$ cat config.mk
export PLATFORM = sky130hd
export DESIGN_NAME = verdict_collector
export DESIGN_NICKNAME = d
export VERILOG_FILES = /design/src/rtl/verdict_pkg.sv /design/src/rtl/sync_fifo.sv /design/src/rtl/verdict_collector.sv
export SDC_FILE = /design/constraint.sdc
export NUM_CORES = 2
export LEC_CHECK = 0
export ABC_AREA = 1
export CELL_PAD_IN_SITES_DETAIL_PLACEMENT = 1
export CELL_PAD_IN_SITES_GLOBAL_PLACEMENT = 2
export CORE_MARGIN = 1.5
export CORE_UTILIZATION = 35
export CTS_CLUSTER_DIAMETER = 150
export DETAILED_ROUTE_END_ITERATION = 8
export PLACE_DENSITY = 0.77
export SYNTH_ARGS = -nofsm -noshare
export SYNTH_HDL_FRONTEND = slang
export SYNTH_SLANG_ARGS = --single-unit
$ cat constraint.sdc
create_clock -name clk -period 19.67 [get_ports clk]
set_input_delay 4.9175 -clock clk [delete_from_list [all_inputs] [get_ports clk]]
set_output_delay 4.9175 -clock clk [all_outputs]
set_load 0.03 [all_outputs]
$ cat src/rtl/verdict_pkg.sv
// ============================================================================
// Module      : verdict_pkg
// Description : Shared types and field layout for the verdict collector.
// Revision    : 1.0 - initial release
// ============================================================================
`default_nettype none

package verdict_pkg;

    typedef enum logic [1:0] {
        ST_IDLE = 2'd0,
        ST_HDR  = 2'd1,
        ST_DATA = 2'd2
    } state_t;

    localparam int HDR_TS_LSB = 0;

    // The aktv field sits directly above the timestamp in both header and record.
    function automatic int hdr_aktv_lsb(input int ts_w);
        return ts_w;
    endfunction

    // Record layout, LSB first: ts, aktv, then all output values.
    function automatic int rec_width(input int num_out, input int data_w, input int ts_w);
        return ts_w + num_out + num_out * data_w;
    endfunction

endpackage

`default_nettype wire

$ cat src/rtl/sync_fifo.sv
// ============================================================================
// Module      : sync_fifo
// Description : Synchronous FIFO; push and pop may coincide even when full.
// Revision    : 1.0 - initial release
// ============================================================================
`default_nettype none

module sync_fifo #(
    parameter int WIDTH  = 8,
    parameter int DEPTH  = 8,
    parameter int PEEK_W = 8
) (
    input  logic                   clk,
    input  logic                   rst,
    input  logic                   push_i,
    input  logic [WIDTH-1:0]       wr_data_i,
    input  logic                   pop_i,
    output logic [WIDTH-1:0]       rd_data_o,
    output logic [PEEK_W-1:0]      rd_data_nxt_o,
    output logic                   full_o,
    output logic                   empty_o,
    output logic [$clog2(DEPTH):0] count_o
);

    localparam int AW = $clog2(DEPTH);
    localparam logic [AW:0] C_FULL = (AW + 1)'(DEPTH);

    logic [WIDTH-1:0] mem_q [DEPTH];
    logic [AW-1:0]    wr_ptr_q;
    logic [AW-1:0]    rd_ptr_q;
    logic [AW-1:0]    rd_ptr_nxt;
    logic [AW:0]      count_q;
    logic             do_push;
    logic             do_pop;

    assign full_o        = (count_q == C_FULL);
    assign empty_o       = (count_q == '0);
    assign count_o       = count_q;
    assign do_push       = push_i & (~full_o | pop_i);
    assign do_pop        = pop_i & ~empty_o;
    assign rd_ptr_nxt    = rd_ptr_q + 1'b1;
    assign rd_data_o     = mem_q[rd_ptr_q];
    // Second-oldest entry lets a consumer chain records without an idle cycle.
    assign rd_data_nxt_o = mem_q[rd_ptr_nxt][PEEK_W-1:0];

    always_ff @(posedge clk) begin
        if (rst) begin
            wr_ptr_q <= '0;
            rd_ptr_q <= '0;
            count_q  <= '0;
        end else begin
            if (do_push) wr_ptr_q <= wr_ptr_q + 1'b1;
            if (do_pop)  rd_ptr_q <= rd_ptr_nxt;
            case ({do_push, do_pop})
                2'b10:   count_q <= count_q + 1'b1;
                2'b01:   count_q <= count_q - 1'b1;
                default: count_q <= count_q;
            endcase
        end
    end

    always_ff @(posedge clk) begin
        if (do_push) mem_q[wr_ptr_q] <= wr_data_i;
    end

endmodule

`default_nettype wire

$ cat src/rtl/verdict_collector.sv
// ============================================================================
// Module      : verdict_collector
// Description : Captures active monitor outputs as timestamped records and
//               streams them as header + data words. Optional timestamp
//               counter enabled by VERDICT_COLLECTOR_TIMESTAMP_EN.
// Revision    : 1.0 - initial release
// ============================================================================
`default_nettype none

module verdict_collector
    import verdict_pkg::*;
#(
    parameter int NUM_OUT = 4,
    parameter int DATA_W  = 64,
    parameter int TS_W    = 32,
    parameter int DEPTH   = 8
) (
    input  logic                      clk,
    input  logic                      rst,
    input  logic                      en,
    input  logic [NUM_OUT*DATA_W-1:0] out_data,
    input  logic [NUM_OUT-1:0]        out_aktv,
    output logic                      m_valid,
    input  logic                      m_ready,
    output logic [DATA_W-1:0]         m_data,
    output logic                      m_hdr,
    output logic                      m_last,
    output logic                      overflow,
    output logic [15:0]               drop_count
);

    localparam int HDR_W    = NUM_OUT + TS_W;
    localparam int AKTV_LSB = hdr_aktv_lsb(TS_W);
    localparam int REC_W    = rec_width(NUM_OUT, DATA_W, TS_W);
    localparam int CNT_W    = $clog2(DEPTH) + 1;

    logic [TS_W-1:0]           ts_cur;
    logic [REC_W-1:0]          rec_in;
    logic [REC_W-1:0]          head;
    logic [HDR_W-1:0]          head_nxt;
    logic [NUM_OUT-1:0]        head_aktv;
    logic [NUM_OUT*DATA_W-1:0] head_data;
    logic                      fifo_full;
    logic                      fifo_empty;
    logic [CNT_W-1:0]          fifo_count;
    logic                      fifo_push;
    logic                      fifo_pop;
    logic                      cap;
    logic                      drop;
    logic                      handshake;
    logic                      has_next;

    state_t                    state_q;
    logic                      m_valid_q;
    logic [DATA_W-1:0]         m_data_q;
    logic                      m_hdr_q;
    logic                      m_last_q;
    logic [NUM_OUT-1:0]        rem_q;
    logic                      overflow_q;
    logic [15:0]               drop_q;

    logic [NUM_OUT-1:0]        src_mask;
    logic [NUM_OUT-1:0]        rem_nxt;
    logic [DATA_W-1:0]         sel_word;
    logic                      last_nxt;

`ifdef VERDICT_COLLECTOR_TIMESTAMP_EN
    logic [TS_W-1:0] ts_q;

    always_ff @(posedge clk) begin
        if (rst) begin
            ts_q <= '0;
        end else if (en) begin
            ts_q <= ts_q + 1'b1;
        end
    end

    assign ts_cur = ts_q;
`else
    assign ts_cur = '0;
`endif

    function automatic logic [DATA_W-1:0] mk_hdr(input logic [HDR_W-1:0] r);
        logic [DATA_W-1:0] w;
        w = '0;
        w[HDR_TS_LSB +: TS_W]  = r[HDR_TS_LSB +: TS_W];
        w[AKTV_LSB +: NUM_OUT] = r[AKTV_LSB +: NUM_OUT];
        return w;
    endfunction

    assign cap       = en & (|out_aktv);
    assign rec_in    = {out_data, out_aktv, ts_cur};
    assign handshake = m_valid_q & m_ready;
    assign fifo_pop  = (state_q == ST_DATA) & handshake & m_last_q;
    assign fifo_push = cap & (~fifo_full | fifo_pop);
    assign drop      = cap & fifo_full & ~fifo_pop;
    assign has_next  = (fifo_count > CNT_W'(1));
    assign head_aktv = head[AKTV_LSB +: NUM_OUT];
    assign head_data = head[HDR_W +: NUM_OUT*DATA_W];

    sync_fifo #(
        .WIDTH  (REC_W),
        .DEPTH  (DEPTH),
        .PEEK_W (HDR_W)
    ) u_fifo (
        .clk           (clk),
        .rst           (rst),
        .push_i        (fifo_push),
        .wr_data_i     (rec_in),
        .pop_i         (fifo_pop),
        .rd_data_o     (head),
        .rd_data_nxt_o (head_nxt),
        .full_o        (fifo_full),
        .empty_o       (fifo_empty),
        .count_o       (fifo_count)
    );

    // Next data word: lowest still-pending aktv bit of the record at the FIFO head.
    always_comb begin
        src_mask = (state_q == ST_HDR) ? head_aktv : rem_q;
        sel_word = '0;
        rem_nxt  = src_mask;
        for (int i = NUM_OUT - 1; i >= 0; i--) begin
            if (src_mask[i]) begin
                sel_word = head_data[i*DATA_W +: DATA_W];
                rem_nxt  = src_mask & ~(NUM_OUT'(1) << i);
            end
        end
        last_nxt = (rem_nxt == '0);
    end

    always_ff @(posedge clk) begin
        if (rst) begin
            overflow_q <= 1'b0;
            drop_q     <= '0;
        end else if (drop) begin
            overflow_q <= 1'b1;
            if (drop_q != 16'hFFFF) drop_q <= drop_q + 1'b1;
        end
    end

    always_ff @(posedge clk) begin
        if (rst) begin
            state_q   <= ST_IDLE;
            m_valid_q <= 1'b0;
            m_data_q  <= '0;
            m_hdr_q   <= 1'b0;
            m_last_q  <= 1'b0;
            rem_q     <= '0;
        end else begin
            case (state_q)
                ST_IDLE: begin
                    if (!fifo_empty) begin
                        m_valid_q <= 1'b1;
                        m_hdr_q   <= 1'b1;
                        m_last_q  <= 1'b0;
                        m_data_q  <= mk_hdr(head[HDR_W-1:0]);
                        state_q   <= ST_HDR;
                    end
                end
                ST_HDR: begin
                    if (handshake) begin
                        m_hdr_q  <= 1'b0;
                        m_data_q <= sel_word;
                        m_last_q <= last_nxt;
                        rem_q    <= rem_nxt;
                        state_q  <= ST_DATA;
                    end
                end
                ST_DATA: begin
                    if (handshake) begin
                        if (m_last_q) begin
                            if (has_next) begin
                                m_hdr_q  <= 1'b1;
                                m_last_q <= 1'b0;
                                m_data_q <= mk_hdr(head_nxt);
                                state_q  <= ST_HDR;
                            end else begin
                                m_valid_q <= 1'b0;
                                m_hdr_q   <= 1'b0;
                                m_last_q  <= 1'b0;
                                m_data_q  <= '0;
                                state_q   <= ST_IDLE;
                            end
                        end else begin
                            m_data_q <= sel_word;
                            m_last_q <= last_nxt;
                            rem_q    <= rem_nxt;
                        end
                    end
                end
                default: begin
                    state_q   <= ST_IDLE;
                    m_valid_q <= 1'b0;
                end
            endcase
        end
    end

    assign m_valid    = m_valid_q;
    assign m_data     = m_data_q;
    assign m_hdr      = m_hdr_q;
    assign m_last     = m_last_q;
    assign overflow   = overflow_q;
    assign drop_count = drop_q;

endmodule

`default_nettype wire

* Yosys cells after proc, flatten, opt, wreduce, memory -nomap -nowiden
Memories as Yosys holds them, arrays and structs flattened. A register that Yosys moved wholly into a read port is not among the register bits.
Cells that the tools add are included.
W data, S select, Z words.
** Word-level totals
- Flip-flop bits (word level) :: 100
- RAM bits :: 2080
- Input port bits :: 264
- Output and inout bits :: 84
- Word-level logic and storage cells :: 101
- Memories :: 1
** Operators by class
- $add $sub $neg :: 5
- $lt $le $gt $ge :: 1
- Equal/unequal tests :: 12
- Mux-type cells :: 44
- Bitwise gates (word level) :: 14
- Reductions and logical operators :: 13
** Memory list
- u_fifo.mem_q :: words 8, bits a word 260, read ports 2, clocked after memory_dff 1, write ports 1, line sync_fifo.sv:28 : logic [WIDTH-1:0] mem_q [DEPTH];
** Operators with widths (number)
- $mux W64 :: 8
- $pmux W64 S3 :: 1
- $mux W36 :: 1
- $mux W4 :: 7
- $add A16 B1 Y16 const B :: 1
- $ne A16 B16 Y1 const B :: 1
- $pmux W4 S2 :: 2
- $mux W1 :: 15
- $ne A2 B2 Y1 const B :: 6
- $reduce_and A4 Y1 :: 3
- $reduce_and A5 Y1 :: 2
- $and A1 B1 Y1 :: 9
- $pmux W1 S3 :: 3
- $logic_not A4 Y1 :: 2
- $mux W2 :: 4
- $add A3 B1 Y3 const B :: 2
- $mux W3 :: 2
- $pmux W2 S3 :: 1
- $add A4 B1 Y4 const B :: 1
- $eq A2 B1 Y1 const B :: 2
- $eq A2 B2 Y1 const B :: 2
- $eq A4 B4 Y1 const B :: 1
- $gt A4 B1 Y1 const B :: 1
- $not A1 Y1 :: 4
- 7 further kinds :: 8

* Depth between registers and ports, before layout
- Word-level depth :: 9
- Gate-level depth with buffers :: 18
- Depth with buffers taken out :: 16

* Cells and area by module
Synthesis repeated with hierarchy kept, for this count alone.
** Unflattened totals
- Cell total of the unflattened synthesis :: 8374
- Area, all modules :: 99595.5 sq um
** Modules (own cells, without submodules)
- sync_fifo :: instances 1, cells each 7243, area each 92655.1 sq um, sequential area each 70407.5 sq um
- verdict_collector :: instances 1, cells each 1131, area each 6940.4 sq um, sequential area each 1781.7 sq um

* Least setup slack after synthesis
No wires, ideal clock.
- Path kind :: input to register
- Start point :: input port m_ready
- End point :: memory u_fifo.mem_q[1][0] in the netlist's numbering (enable)
- Library setup time :: 885 ps
- Arrival :: 16439 ps
- Data required time :: 18785 ps
- Path slack :: 2347 ps
- Stages :: 8
- Buffers on the path :: 0
- Cells stage by stage :: nand2_1 -> nor2_1 -> nor2_1 -> nor2_1 -> inv_1 -> nor2_1 -> inv_1 -> nor2_1
** Between the ends
- Longest elaborated chain between the ends :: 8
** RTL lines
- start: declaration :: line verdict_collector.sv:24 : input logic m_ready,
- $and A1 B1 Y1 * :: line verdict_collector.sv:93 : assign handshake = m_valid_q & m_ready;
- $and A1 B1 Y1 * (2 in series) :: line verdict_collector.sv:94 : assign fifo_pop = (state_q == ST_DATA) & handshake & m_last_q;
- $or A1 B1 Y1 * :: line sync_fifo.sv:39, verdict_collector.sv:95
- $and A1 B1 Y1 :: line verdict_collector.sv:95 : assign fifo_push = cap & (~fifo_full | fifo_pop);
- $and A1 B1 Y1 * :: line sync_fifo.sv:39 : assign do_push = push_i & (~full_o | pop_i);
- $mux W1 * :: line sync_fifo.sv:63 : if (do_push) mem_q[wr_ptr_q] <= wr_data_i;
- $mux W1 (not written as such) * :: line sync_fifo.sv:63
- end: declaration :: line sync_fifo.sv:28
Mark *: on every way between the ends. The rest lies on a longest branch, timed or not.

* Worst setup path after layout
- Start point :: input port out_aktv[0]
- End point :: memory u_fifo.mem_q[0][79] in the netlist's numbering (enable)
** Between the ends
- Longest elaborated chain between the ends :: 6
** RTL lines
- start: declaration :: line verdict_collector.sv:22 : input logic [NUM_OUT-1:0] out_aktv,
- $reduce_or A4 Y1 :: line verdict_collector.sv:91 : assign cap = en & (|out_aktv);
- $and A1 B1 Y1 :: line verdict_collector.sv:91
- $and A1 B1 Y1 :: line verdict_collector.sv:95
- $and A1 B1 Y1 :: line sync_fifo.sv:39
- $mux W1 :: line sync_fifo.sv:63
- $mux W1 (not written as such) :: line sync_fifo.sv:63
No other way between the ends.

==> out/results.txt <==
The clock transition at the registers of the reported paths was 0.06 ns; the sequential share of the synthesized area was 74.6%. TritonCTS built the clock tree. The tools report the final global-route overflow total as 0. The run gives 0 as the total of warnings raised by yosys. The library cell occupying the most area in the post-synthesis netlist was sky130_fd_sc_hd__edfxtp_1. The core area is 246,000 sq um. The synthesized design contains 2,080 enable-type register cells.

The violation count after the first detailed-route iteration is 4,762, and the area used by sequential logic in the layout is 64,500 sq um. 348 I/O pins were placed. Once detail routing completed, the nets flagged for antenna violations numbered 0. In this run, synthesis produced a sequential element count of 2,182.

In this run the static leakage power is 33.9 nW. Row generation in the floorplan step produced 182 rows. The tools report the net count of the mapped netlist as 7,036.

Post-detailed-route via-to-cell ratio: 5.49. At the end of the flow, the number of nets in the layout was 7,223. Leaving out fill and tap cells, the most frequent cells in the layout are 2,080 x sky130_fd_sc_hd__edfxtp_1, 1,501 x sky130_fd_sc_hd__nand2_1, 589 x sky130_fd_sc_hd__a21oi_1. Global-route wire length before repair: 407,000 um.

For this run, the top clock speed supported by timing is 106 MHz. The logs give 4 for the deepest level of the CTS H-tree and 0 for the total setup buffers inserted after CTS. Sorting the synthesized cells by area gives the leading types as sky130_fd_sc_hd__edfxtp_1 72%, sky130_fd_sc_hd__nand2_1 6.5%, sky130_fd_sc_hd__a21oi_1 3.4%, sky130_fd_sc_hd__o21ai_0 3.1%, sky130_fd_sc_hd__nor2_1 2.5%.

On the final layout, the worst hold slack is 0.451 ns. The multi-input gate area in the final layout came out at 19,400 sq um. The number of gates resized after CTS was 0. For the maximum number of pins on one net before global-route repair, the log shows 183. The run finished with clean final reports. Of all nets on the critical path, the largest fanout is 120.

The clock skew came out at 0.0688 ns. The tools report the sort of element at the end of the critical path as a flip-flop. The classification of the worst-slack hold path is reg -> reg.

Setup repair after global routing left no endpoint under its margin. The length of the first detailed-routing pass in iterations came out at 5. Counting stages on the worst path, the most repeated cell is sky130_fd_sc_hd__buf_4.

For the worst relative slew slack, the log shows 15.9%. Leaving out filler cells and counting taps, the final layout contains 10,391. Walking the worst path, the cells encountered are clkdlybuf4s50_1 > nor4_1 > nand2b_1 > nor2_1 > nand2_1 > nor2_4 > buf_4 > buf_4 > buf_12 > buf_4.

The die boundary height works out to 500 um. In the synthesized netlist the async set-or-reset flop fraction comes to 0%. The overall die area was 250,000 sq um; the area overhead of the layout relative to synthesis was 16.1%.

Once detailed placement completed, the half-perimeter wirelength came to 163,000 um. The largest voltage drop on the vdd net is 0.0941 mV, and the worst reg-to-reg path cell count is 12. The number of placed instances, taps included, is 9,941.

The number of fill cells in the layout was 25,325. The instance count along the most critical hold path came out at 2. The maximum clock insertion buffer count came out at 3. The clock period could shrink to 9.47 ns. By startpoint and endpoint, the worst setup path is classified as in -> reg. Required time of the critical path: 20.16 ns. After detailed routing, the average wire length per cell comes to 27.1 um. The final count of hold timing violations is 0. For the number of antenna violations at the first check in global routing, the log shows 102.

The fraction of final layout cells sized beyond drive strength 1 was 6.24%; the power density over cell area was 107 nW/um^2. The final count of pins violating max slew is 0. For this run, design rule violations remaining after detail routing come to 0.

The largest stage delay on the critical path is 0.90 ns, and the number of buffers added by the clock tree synthesis step is 224. For the hold-fix buffer count after cts, the log shows 0. For the pin with the worst max-slew slack, the measured transition is 1.25 ns. The worst setup path is launched from an input port. From left edge to right edge, the die measures 500 um. The final critical path takes up 48.1% of the cycle.

In this run the clock root is driven by a sky130_fd_sc_hd__clkbuf_16. The post-synthesis area per instance came out at 12.8 sq um. In the synthesized netlist, the number of instances is 6,760. The commonest register cell after synthesis is sky130_fd_sc_hd__edfxtp_1.

The logs give 0 for the max-cap check violation count and 9.96 ns for the critical path data arrival time. The initial utilization of the core area, before any placement, comes to 35.2%. The congestion estimate from routability-driven global placement came to 0.784. The top cell type by area accounts for 72.2% of the synthesized area. Wires add up to 282,000 um.

At the later pin of the worst-skew pair, clock insertion delay measures 0.89 ns. Setup total negative slack on the finished layout was measured at 0 ns. The most common cell after layout, fill and taps aside was sky130_fd_sc_hd__edfxtp_1. The number of input and output port buffers inserted works out to 347. For this design, the slowest cell found on the critical path is sky130_fd_sc_hd__buf_4. In the global route stage, overall resource usage came out at 22.2%. The via count of the first global-routing pass is 58,887. The clock net in this run drives a total of 2,182 sinks.

The run gives 86,500 sq um as the post-synth design cell area. Synthesis instantiated 46 different standard cells from the library. Setup-violating endpoint count in the final report: 0. The tools report the total via count in the routed design as 56,998.
==> Yosys cell counts, types with 17 or more instances <==
cell,instances
sky130_fd_sc_hd__a221oi_1,47
sky130_fd_sc_hd__clkbuf_1,151
sky130_fd_sc_hd__o21ai_0,540
sky130_fd_sc_hd__buf_2,201
sky130_fd_sc_hd__a31oi_1,18
sky130_fd_sc_hd__nand2_1,1505
sky130_fd_sc_hd__o211ai_1,23
sky130_fd_sc_hd__dfxtp_1,102
sky130_fd_sc_hd__a21oi_1,589
sky130_fd_sc_hd__a22oi_1,49
sky130_fd_sc_hd__buf_4,67
sky130_fd_sc_hd__edfxtp_1,2080
sky130_fd_sc_hd__a211oi_1,22
sky130_fd_sc_hd__buf_1,40
sky130_fd_sc_hd__o221ai_1,17
sky130_fd_sc_hd__o22ai_1,188
sky130_fd_sc_hd__a32o_1,116
sky130_fd_sc_hd__nor2_1,567
sky130_fd_sc_hd__o21ai_1,59
sky130_fd_sc_hd__inv_1,67
sky130_fd_sc_hd__a22o_1,30
sky130_fd_sc_hd__nand3_1,184
==> power breakdown <==
part | internal, W | total, W | leakage (nW) | switching [W]
Sequential | 0.00522 | 0.00526 | 19.7 | 0.0000380
Combinational | 0.000234 | 0.00106 | 10.5 | 0.000823
Clock | 0.00255 | 0.00440 | 3.71 | 0.00185
==> sequential cells by signal, indices dropped and copies added, names as in the netlist, named ones only <==
| signal | cells |
|---|---|
| m_last | 1 |
| state_q | 2 |
| u_fifo.mem_q | 2080 |
| rem_q | 3 |
| u_fifo.wr_ptr_q | 3 |
| drop_count | 16 |
| m_hdr | 1 |
| u_fifo.rd_ptr_q | 3 |
| u_fifo.count_o | 4 |
| m_valid | 1 |
| m_data | 64 |
| overflow | 1 |
==> through the flow <==
step / total power, W / instance area, sq um / worst slack [ns] / util [%]
4_1_cts: 0.0108 / 100000 / 10.23 / 40.8
3_3_place_gp: 0.00640 / 92600 / 9.29 / 37.7
2_1_floorplan: 0.00583 / 86500 / 2.35 / -
6_report: 0.0107 / 100000 / 10.20 / 40.8
5_1_grt: 0.0110 / 100000 / 9.98 / 40.8
3_5_place_dp: 0.00641 / 92600 / 9.27 / 37.7
==> worst paths after layout <==
| kind | from | endpoint | slack [ns] |
|---|---|---|---|
| max | out_aktv[0] | u_fifo.mem_q[0][79]$_DFFE_PP_ | 10.20 |
| min | overflow$_SDFFE_PP0P_ | overflow$_SDFFE_PP0P_ | 0.45 |
| max reg2reg | state_q[0]$_SDFFE_PP0P_ | u_fifo.mem_q[0][79]$_DFFE_PP_ | 14.25 |
| min reg2reg | overflow$_SDFFE_PP0P_ | overflow$_SDFFE_PP0P_ | 0.45 |
==> worst max-delay path: cells and delay by family <==
family / cells / cell delay [ns]
buffers and inverters: 5 / 3.70
and+or+nand+nor: 5 / 1.09
==> area by class of cell <==
type                            instances  area share (%)
Antenna cell                           29          0.0723
Clock buffer                          270            5.85
Clock inverter                        151            1.75
Inverter                               75           0.317
Multi-Input combinational cell       4033            19.3
Sequential cell                      2182            64.3
Tap cell                             3220            4.02
Timing Repair Buffer                  431            4.36
==> kinds of logic after synthesis <==
kind of cell	Yosys count	synth area share (%)
AO/OA/AOI/OAI	1734	11.8
XOR/XNOR	3	0.0304
adder cells (fa/ha/maj)	12	0.174
buffers and inverters	545	3.06
flip-flops	2182	74.6
multiplexers	4	0.0463
AND/OR/NAND/NOR	2280	10.2
==> layer usage <==
metal	share of wire, %	global-route usage, %
met2	48	36.6
met4	3.2	7.34
met1	42	29.0
met3	6.7	4.53
met5	0.14	0
(Power assumes the default switching activity.)
